### src/rtl/board_pkg.sv
// Shared definitions for the front-panel controller: clock-enable modes and
// the divide ratio attached to each mode.
package board_pkg;

  localparam int DIV_W = 17;

  typedef enum logic [2:0] {
    MODE_FULL    = 3'd0,
    MODE_DIV2    = 3'd1,
    MODE_DIV10   = 3'd2,
    MODE_DIV100  = 3'd3,
    MODE_DIV1K   = 3'd4,
    MODE_DIV10K  = 3'd5,
    MODE_DIV100K = 3'd6,
    MODE_STEP    = 3'd7
  } mode_e;

  // Ratio is only meaningful for the divide modes; STEP returns 0.
  function automatic logic [DIV_W-1:0] ce_ratio(input mode_e mode);
    case (mode)
      MODE_FULL:    ce_ratio = DIV_W'(1);
      MODE_DIV2:    ce_ratio = DIV_W'(2);
      MODE_DIV10:   ce_ratio = DIV_W'(10);
      MODE_DIV100:  ce_ratio = DIV_W'(100);
      MODE_DIV1K:   ce_ratio = DIV_W'(1000);
      MODE_DIV10K:  ce_ratio = DIV_W'(10000);
      MODE_DIV100K: ce_ratio = DIV_W'(100000);
      default:      ce_ratio = '0;
    endcase
  endfunction

endpackage

### src/rtl/board_io_ctrl_if.sv
// Front-panel signal bundle: raw buttons/switches in, debounced levels,
// edge pulses, control register and processor clock enable out.
interface board_io_ctrl_if #(
  parameter int NBTN   = 4,
  parameter int NSW    = 8,
  parameter int CTRL_W = 8
);
  logic [NBTN-1:0]   btn;
  logic [NSW-1:0]    sw;
  logic [NBTN-1:0]   btn_db;
  logic [NBTN-1:0]   btn_rise;
  logic [NSW-1:0]    sw_db;
  logic [CTRL_W-1:0] ctrl;
  logic              ctrl_wr;
  logic              tick;
  logic              cpu_ce;

  modport master (
    output btn, sw,
    input  btn_db, btn_rise, sw_db, ctrl, ctrl_wr, tick, cpu_ce
  );

  modport slave (
    input  btn, sw,
    output btn_db, btn_rise, sw_db, ctrl, ctrl_wr, tick, cpu_ce
  );
endinterface

### src/rtl/debounce_cell.sv
// One input bit: two-flop synchroniser followed by a tick-sampled run-length
// debouncer that accepts a new level after DB_SAMPLES consecutive samples.
module debounce_cell #(
  parameter int DB_SAMPLES = 3
) (
  input  logic clk,
  input  logic reset,
  input  logic tick,
  input  logic din,
  output logic db
);
  localparam int CNT_W = $clog2(DB_SAMPLES + 1);

  logic             sync_p0;
  logic             sync_p1;
  logic [CNT_W-1:0] run_cnt;

  always_ff @(posedge clk) begin
    if (reset) begin
      sync_p0 <= 1'b0;
      sync_p1 <= 1'b0;
      run_cnt <= '0;
      db      <= 1'b0;
    end else begin
      sync_p0 <= din;
      sync_p1 <= sync_p0;
      // A sample matching db breaks the run, so a bounce restarts the count.
      if (tick) begin
        if (sync_p1 == db) begin
          run_cnt <= '0;
        end else if (run_cnt == CNT_W'(DB_SAMPLES - 1)) begin
          db      <= sync_p1;
          run_cnt <= '0;
        end else begin
          run_cnt <= run_cnt + CNT_W'(1);
        end
      end
    end
  end

endmodule

### src/rtl/board_io_ctrl.sv
// Front-panel controller: sample tick, per-bit debouncers, button edge pulses,
// armed control-register load and single-domain processor clock enable.
module board_io_ctrl
  import board_pkg::*;
#(
  parameter int CLK_HZ     = 50_000_000,
  parameter int SAMPLE_HZ  = 100,
  parameter int DB_SAMPLES = 3,
  parameter int NBTN       = 4,
  parameter int NSW        = 8,
  parameter int CTRL_W     = 8,
  parameter int LOAD_BTN   = 1,
  parameter int ARM_BTN    = 2,
  parameter int STEP_BTN   = 0
) (
  input  logic           clk,
  input  logic           reset,
  board_io_ctrl_if.slave io
);
  localparam int TP     = CLK_HZ / SAMPLE_HZ;
  localparam int TCNT_W = $clog2(TP);

  logic [TCNT_W-1:0] tcnt;
  logic              tick;
  logic [NBTN-1:0]   btn_db;
  logic [NBTN-1:0]   btn_db_q;
  logic [NBTN-1:0]   btn_rise;
  logic [NSW-1:0]    sw_db;
  logic [CTRL_W-1:0] ctrl;
  logic              ctrl_wr;
  logic              ce_en;
  logic              chg_p0;
  logic              chg_p1;
  logic              step_ce;
  logic [DIV_W-1:0]  div_cnt;
  logic [DIV_W-1:0]  ratio;
  mode_e             mode;
  mode_e             new_mode;
  logic              load;
  logic              mode_chg;
  logic              div_mode;
  logic              hold;
  logic              div_hit;
  logic              cpu_ce;

  // ---- sample tick
  always_ff @(posedge clk) begin
    if (reset || tick) tcnt <= '0;
    else               tcnt <= tcnt + TCNT_W'(1);
  end

  assign tick = (tcnt == TCNT_W'(TP - 1));

  // ---- synchronise + debounce, one cell per bit
  for (genvar i = 0; i < NBTN; i++) begin : g_btn
    debounce_cell #(.DB_SAMPLES(DB_SAMPLES)) u_cell (
      .clk(clk), .reset(reset), .tick(tick), .din(io.btn[i]), .db(btn_db[i])
    );
  end

  for (genvar i = 0; i < NSW; i++) begin : g_sw
    debounce_cell #(.DB_SAMPLES(DB_SAMPLES)) u_cell (
      .clk(clk), .reset(reset), .tick(tick), .din(io.sw[i]), .db(sw_db[i])
    );
  end

  // ---- edge detect, load decode, divider compare
  always_comb begin
    btn_rise = btn_db & ~btn_db_q;
    mode     = mode_e'(ctrl[2:0]);
    new_mode = mode_e'(sw_db[2:0]);
    load     = btn_rise[LOAD_BTN] & btn_db[ARM_BTN];
    // The first load after reset always counts as a mode change.
    mode_chg = load & (~ce_en | (new_mode != mode));
    ratio    = ce_ratio(mode);
    div_mode = (mode != MODE_FULL) && (mode != MODE_STEP);
    hold     = chg_p0 | chg_p1;
    div_hit  = div_mode && (div_cnt == ratio - DIV_W'(1));
    // The step pulse bypasses the hold so a press coinciding with a load
    // still issues under the old mode.
    cpu_ce   = step_ce | (ce_en & ~hold & ((mode == MODE_FULL) | div_hit));
  end

  // ---- ctrl register and clock-enable state
  always_ff @(posedge clk) begin
    if (reset) begin
      btn_db_q <= '0;
      ctrl     <= '0;
      ctrl_wr  <= 1'b0;
      ce_en    <= 1'b0;
      chg_p0   <= 1'b0;
      chg_p1   <= 1'b0;
      step_ce  <= 1'b0;
      div_cnt  <= '0;
    end else begin
      btn_db_q <= btn_db;
      ctrl_wr  <= load;
      chg_p0   <= mode_chg;
      chg_p1   <= chg_p0;
      step_ce  <= ce_en & (mode == MODE_STEP) & btn_rise[STEP_BTN];
      if (load) begin
        ctrl  <= sw_db[CTRL_W-1:0];
        ce_en <= 1'b1;
      end
      if (mode_chg || hold || !ce_en || !div_mode || div_hit) div_cnt <= '0;
      else                                                    div_cnt <= div_cnt + DIV_W'(1);
    end
  end

  assign io.tick     = tick;
  assign io.btn_db   = btn_db;
  assign io.btn_rise = btn_rise;
  assign io.sw_db    = sw_db;
  assign io.ctrl     = ctrl;
  assign io.ctrl_wr  = ctrl_wr;
  assign io.cpu_ce   = cpu_ce;

endmodule

### src/flat_wrapper.sv
// flat-port wrapper written by rule: the top's interface ports become plain ports
module board_io_ctrl_flat import board_pkg::*;
#(
  parameter int CLK_HZ     = 50_000_000,
  parameter int SAMPLE_HZ  = 100,
  parameter int DB_SAMPLES = 3,
  parameter int NBTN       = 4,
  parameter int NSW        = 8,
  parameter int CTRL_W     = 8,
  parameter int LOAD_BTN   = 1,
  parameter int ARM_BTN    = 2,
  parameter int STEP_BTN   = 0
)
  (clk, reset, io_btn, io_sw, io_btn_db, io_btn_rise, io_sw_db, io_ctrl, io_ctrl_wr, io_tick, io_cpu_ce);
  board_io_ctrl_if #(.NBTN(NBTN), .NSW(NSW), .CTRL_W(CTRL_W)) io_i ();
  input  logic clk;
  input  logic reset;
  input wire logic [$bits(io_i.btn)-1:0] io_btn;
  input wire logic [$bits(io_i.sw)-1:0] io_sw;
  output wire logic [$bits(io_i.btn_db)-1:0] io_btn_db;
  output wire logic [$bits(io_i.btn_rise)-1:0] io_btn_rise;
  output wire logic [$bits(io_i.sw_db)-1:0] io_sw_db;
  output wire logic [$bits(io_i.ctrl)-1:0] io_ctrl;
  output wire logic [$bits(io_i.ctrl_wr)-1:0] io_ctrl_wr;
  output wire logic [$bits(io_i.tick)-1:0] io_tick;
  output wire logic [$bits(io_i.cpu_ce)-1:0] io_cpu_ce;
  assign io_i.btn = io_btn;
  assign io_i.sw = io_sw;
  assign io_btn_db = io_i.btn_db;
  assign io_btn_rise = io_i.btn_rise;
  assign io_sw_db = io_i.sw_db;
  assign io_ctrl = io_i.ctrl;
  assign io_ctrl_wr = io_i.ctrl_wr;
  assign io_tick = io_i.tick;
  assign io_cpu_ce = io_i.cpu_ce;
  board_io_ctrl #(.CLK_HZ(CLK_HZ), .SAMPLE_HZ(SAMPLE_HZ), .DB_SAMPLES(DB_SAMPLES), .NBTN(NBTN), .NSW(NSW), .CTRL_W(CTRL_W), .LOAD_BTN(LOAD_BTN), .ARM_BTN(ARM_BTN), .STEP_BTN(STEP_BTN)) u_core (.clk(clk), .reset(reset), .io(io_i));
endmodule
### config.mk
export PLATFORM = sky130hd
export DESIGN_NAME = board_io_ctrl_flat
export DESIGN_NICKNAME = d
export VERILOG_FILES = /design/src/rtl/board_pkg.sv /design/src/rtl/board_io_ctrl_if.sv /design/src/rtl/debounce_cell.sv /design/src/rtl/board_io_ctrl.sv /design/src/flat_wrapper.sv
export SDC_FILE = /design/constraint.sdc
export NUM_CORES = 1
export LEC_CHECK = 0
export CAP_MARGIN = 25
export CELL_PAD_IN_SITES_DETAIL_PLACEMENT = 1
export CELL_PAD_IN_SITES_GLOBAL_PLACEMENT = 2
export CORE_MARGIN = 2
export CORE_UTILIZATION = 39
export DETAILED_ROUTE_END_ITERATION = 10
export GPL_TIMING_DRIVEN = 0
export PLACE_DENSITY_LB_ADDON = 0.1
export REMOVE_ABC_BUFFERS = 1
export SYNTH_ARGS = -nofsm -noshare
export SYNTH_HDL_FRONTEND = slang
export SYNTH_SLANG_ARGS = --single-unit
### constraint.sdc
create_clock -name clk -period 6.9 [get_ports clk]
set_input_delay 1.38 -clock clk [delete_from_list [all_inputs] [get_ports clk]]
set_output_delay 1.38 -clock clk [all_outputs]
set_load 0.1 [all_outputs]
; ---- Yosys cells after proc, flatten, opt, wreduce, memory -nomap -nowiden
; Index checks and enable logic that the tools add are counted.
[word_totals]
register_bits = 113
inputBits = 14
output_inout_bits = 27
[classes]
addsub = 15
eq_ne = 35
muxes = 25
n_bitwise = 26
reduce_logical = 24
[op_table]
columns = op, n
row1 = 17-bit case mux with 7 select lines, 1
row2 = 2-bit 2-to-1 mux, 24
row3 = 3-bit AND reduction, 12
row4 = "2-bit by 1-bit adder with 2-bit output, second input constant", 12
row5 = "2-bit == test, second input constant", 12
row6 = "19-bit by 1-bit adder with 19-bit output, second input constant", 1
row7 = "19-bit == test, second input constant", 1
row8 = "17-bit by 1-bit adder with 17-bit output, second input constant", 1
row9 = 17-bit == test, 1
row10 = "17-bit by 1-bit subtractor with 17-bit output, second input constant", 1
row11 = 1-bit inverter, 14
row12 = 1-bit == test, 12
row13 = "3-bit == test, second input constant", 4
row14 = 1-bit bitwise AND, 6
row15 = "3-bit by 2-bit == test with 1-bit output, second input constant", 2
row16 = 1-bit logical OR, 5
row17 = 4-bit bitwise AND, 1
row18 = 4-bit inverter, 1
row19 = 1-bit OR, 4
row20 = "3-bit by 1-bit == test with 1-bit output, second input constant", 1
row21 = 3-bit zero test, 1
row22 = 3-bit inequality test, 1
row23 = "3-bit inequality test, second input constant", 1
row24 = 3-bit nonzero test, 1
row25 = other kinds (3), 5

; ---- Longest topological paths before layout
[depth]
word_depth = 9
depth_mapped = 13

; ---- Modules after synthesis
; Synthesis repeated with hierarchy kept, for this count alone.
[unflattened]
hier_cells = 541
area_unflattened_um2 = 5083.6
[by_module_without_submodules]
columns = mod, instances, cells_each, area_per_inst_um2, seq_area_each_um2
row1 = board_io_ctrl, 1, 325, 2741.4, 1061.0
row2 = debounce_cell, 12, 18, 195.2, 100.1

; ---- Least setup slack after synthesis
; No wires, ideal clock.
[synth_timing]
path_type = reg2out
startpoint = reg u_core.ctrl[1], in the netlist u_core.io.ctrl[1]
endpoint = out io_cpu_ce
t_arrival_ps = 3618
slack_ps = 1902
path_stages_with_launch = 11
n_path_buf = 2
cell_sequence = dfxtp_1 -> buf_2 -> buf_2 -> nand2_1 -> a21o_1 -> ha_1 -> or3b_1 -> a21boi_1 -> o32ai_1 -> a2111oi_4 -> a31o_2
[synth_between]
elab_chain_len = 8
[synth_rtl]
columns = element, line_no
row1 = start: declaration, board_io_ctrl.sv:29  ; logic [CTRL_W-1:0] ctrl;
row2 = start signal: assignment, board_io_ctrl.sv:102  ; ctrl <= sw_db[CTRL_W-1:0];
row3 = "3-bit == test, or another cell as far along", board_pkg.sv:20  ; case (mode)
row4 = 17-bit case mux with 7 select lines, board_pkg.sv:20
row5 = 17-bit by 1-bit subtractor with 17-bit output, board_io_ctrl.sv:78  ; div_hit = div_mode && (div_cnt == ratio - DIV_W'(1));
row6 = 17-bit == test, board_io_ctrl.sv:78
row7 = 1-bit logical AND, board_io_ctrl.sv:78
row8 = 1-bit OR *, board_io_ctrl.sv:81  ; cpu_ce = step_ce | (ce_en & ~hold & ((mode == MODE_FULL) | div_hit));
row9 = 1-bit bitwise AND *, board_io_ctrl.sv:81
row10 = 1-bit OR *, board_io_ctrl.sv:81
row11 = end: declaration, flat_wrapper.sv:26  ; output wire logic [$bits(io_i.cpu_ce)-1:0] io_cpu_ce;
; Mark *: on every way between the ends. The rest lies on a longest branch, timed or not.

; ---- Worst setup path in the final report
[layout_timing]
startpoint = reg u_core.ctrl[0], in the netlist u_core.io.ctrl[0]
endpoint = out io_cpu_ce
; Same word-level chain as after synthesis.

==> impl_metrics.csv <==
group,metric,value,unit
clocking,cts_resized,0,
floorplanning,fp.dieArea,14500,um2
drt,avgViaCountPerCell,5.25,
synthesis,yosysSeqAreaShare,42.7,%
synthesis,netlist.area_leader.share,42.7,%
sta,rsz0062_at_grt,"no",
floorplanning,start_util,40.0,%
synthesis,synthArstFlopShare,0,%
pwr,p_total,1.55,mW
clocking,cts_root_buffer,"clkbuf_16",
sta,finalHoldViolCount,0,
clocking,cts_max_level,4,
setup_path,worst-path-max-fanout,21,
status,status,"finished, final reports clean",
layout,nets,617,
clocking,cts.clk_slew.worst_paths,50,ps
grt,antenna_found_initial,0,
grt,grt_pass1_wl,21300,um
grt,grt_usage,18.6,%
clocking,cts_setup_buffers,0,
synthesis,ys_ff_latch,113,
grt,grt_pass1_vias,4275,
clocking,clock_latency,420,ps
floorplanning,die_w,121,um
sta,min_period_over_period,92.4,%
sta,fin_setup_tns,0,ps
floorplanning,die_y,121,um
drt,drt_wl_total,12200,um
layout,drive_gt1_share,9.33,%
drt,vias,4129,
synthesis,synth-main-ff-cell,"dfxtp_1",
synthesis,synth_cells,580,
layout,antenna_cells,0,
setup_path,arrival,5000,ps
drt,drc,0,
clocking,ctsLongestPathBuffers,2,
layout,fillers,1510,
floorplanning,core-area,13200,um2
clocking,cts_tree,"built",
placement,place.gp.congestion,0.734,
drt,wl_per_cell,15.6,um
sta,period_minus_slack,6380,ps
synthesis,syn_avg_cell_area,9.14,um2
drt,firstDrtPassIters,7,
sta,slew_violations,0,
setup_path,path_class,"flop to primary output",
synthesis,yosysUniqueCellTypes,62,
pwr,p_per_area,245,nW/um2
setup_path,crit_chain,"inv_1 > nand2_1 > a21o_1 > ha_1 > xnor2_1 > mux2i_1 > a22oi_1 > a2111oi_4 > buf_8 > a31o_2 > clkdlybuf4s50_1",
layout,ff_latch_area,2260,um2
placement,port-buffer-count,40,
synthesis,synth-edff-count,0,
run,cap_violations,0,
pwr,ir_drop,179,uV
layout,layout_commonest_cell,"dfxtp_1",
clocking,hold_buffers,0,
sta,fmax,157,MHz
setup_path,critPathMaxStageDelay,1120,ps
setup_path,crit_family,"buffers and inverters",
grt,overflow,0,
drt,ant_nets,0,
sta,worst_pin_slew,1010,ps
sta,setup_viol,0,
floorplanning,io_pins,41,
pwr,power.leakage,2.10,nW
min_path,hold_path.class,"flop to flop",
setup_path,end_kind,"primary output",
setup_path,crit_required,5520,ps
clocking,clock_sinks,113,
synthesis,synthTopCellsByArea,"dfxtp_1 (43%), xnor2_1 (6.3%), nor2b_1 (4.4%), mux2i_1 (4.3%), nand2_1 (4.0%)",
sta,slew_headroom,32.4,%
layout,area_growth,19.8,%
floorplanning,num_rows,42,
placement,hpwlAfterDp,8090,um
grt,grt_max_degree,54,
drt,drt_iter0_markers,148,
synthesis,yosysWarnings,0,
sta,fin_worst_skew,10.3,ps
layout,multi_input_area,2720,um2
setup_path,slowest_stage,"clkdlybuf4s50_1",
clocking,numCtsBuffers,17,
layout,final_cell_mix,"dfxtp_1 (113), nand2_1 (56), nor2_1 (56)",
synthesis,synth_area,5300,um2
sta,whs,439,ps
setup_path,cp_num_buf_inv,3,
setup_path,critPathLaunchType,"flop",
synthesis,synth_top_cell_by_area,"dfxtp_1",
[final timing paths]
kind / from / end / slack (ps) / depth (start not counted)
worst max-delay path: u_core.io.ctrl[0] / io_cpu_ce / 520 / 11
worst min-delay path: u_core.g_sw[4].u_cell.sync_p0 / u_core.g_sw[4].u_cell.sync_p1 / 440 / 1
worst max register to register: u_core.io.ctrl[0] / u_core.div_cnt[3] / 3370 / 10
worst min register to register: u_core.g_sw[4].u_cell.sync_p0 / u_core.g_sw[4].u_cell.sync_p1 / 440 / 1
[layer usage]
metal  track usage, %  up-vias  wire length [um]
met5                0        -                 0
met2             30.6       49              5980
met1             23.1     2023              5710
met4             7.78        0               187
li1                 -     2041                 -
met3             4.72       16               366
[power breakdown]
part           internal [mW]  leakage, nW  switching (mW)
clock                  0.567        0.292           0.292
combinational         0.0141        0.889          0.0137
sequential             0.662        0.916         0.00433
total                   1.24         2.10           0.310
[through the flow]
step	setup WS (ps)	area, um2	util, %	cells
after floorplan	1270	5030	-	535
after global placement	283	5650	42.7	751
after detailed placement	571	5710	43.1	755
after CTS	129	6290	47.5	785
after global routing	194	6350	47.9	787
final	524	6350	47.9	787
[sequential cells by signal, summed over array words and instances, names as in the netlist]
signal / cells
u_core.ce_en: 1
u_core.g_sw.u_cell.sync_p1: 8
u_core.g_sw.u_cell.sync_p0: 8
u_core.io.ctrl: 8
u_core.g_sw.u_cell.run_cnt: 16
u_core.g_btn.u_cell.db: 4
u_core.btn_db_q: 4
u_core.g_btn.u_cell.sync_p0: 4
u_core.g_btn.u_cell.sync_p1: 4
u_core.step_ce: 1
u_core.g_btn.u_cell.run_cnt: 8
u_core.tcnt: 19
u_core.g_sw.u_cell.db: 8
u_core.io.ctrl_wr: 1
u_core.div_cnt: 17
u_core.chg_p0: 1
u_core.chg_p1: 1
[cell usage after synthesis (3+ instances only)]
cell type	count
a211oi_1	9
a211oi_2	8
a21o_1	3
a21oi_1	25
a31oi_1	3
and2_1	3
and3_1	11
buf_1	3
buf_2	9
buf_4	16
buf_6	4
clkbuf_1	13
dfxtp_1	113
ha_1	3
inv_1	13
mux2i_1	23
nand2_1	56
nand3_1	17
nand3b_1	4
nand4_1	4
nor2_1	56
nor2b_1	37
nor3_1	11
nor3b_1	13
nor4b_1	12
o21ai_0	3
o22ai_1	4
or2_2	3
or4_1	10
xnor2_1	38
xor2_1	12
[logic make-up after synthesis]
family	after synthesis	synth area share [%]
multiplexers	23	4.34
AND/OR/NAND/NOR	259	27.4
flip-flops	113	42.7
adder cells (fa/ha/maj)	3	0.708
AO/OA/AOI/OAI	74	10.6
XOR/XNOR	50	8.26
buffers and inverters	58	6.02
[worst reg2reg max path, delay by kind of cell (launching register included)]
family	cells	cell delay, ps
xor gates and xnor gates	1	220
buffers and inverters	2	480
DFF	1	780
muxes	1	220
and+or+nand+nor	1	110
AOI/OAI and AO/OA	4	1080
adders and majority gates	1	490
[layout make-up]
| cell class | instances | share of cell area [%] |
|---|---|---|
| Sequential cell | 113 | 35.6 |
| Tap cell | 176 | 3.47 |
| Multi-Input combinational cell | 409 | 42.9 |
| Clock inverter | 3 | 0.690 |
| Timing Repair Buffer | 46 | 8.00 |
| Clock buffer | 27 | 8.55 |
| Inverter | 13 | 0.768 |
Note: power is estimated with default switching activity, not from simulation.
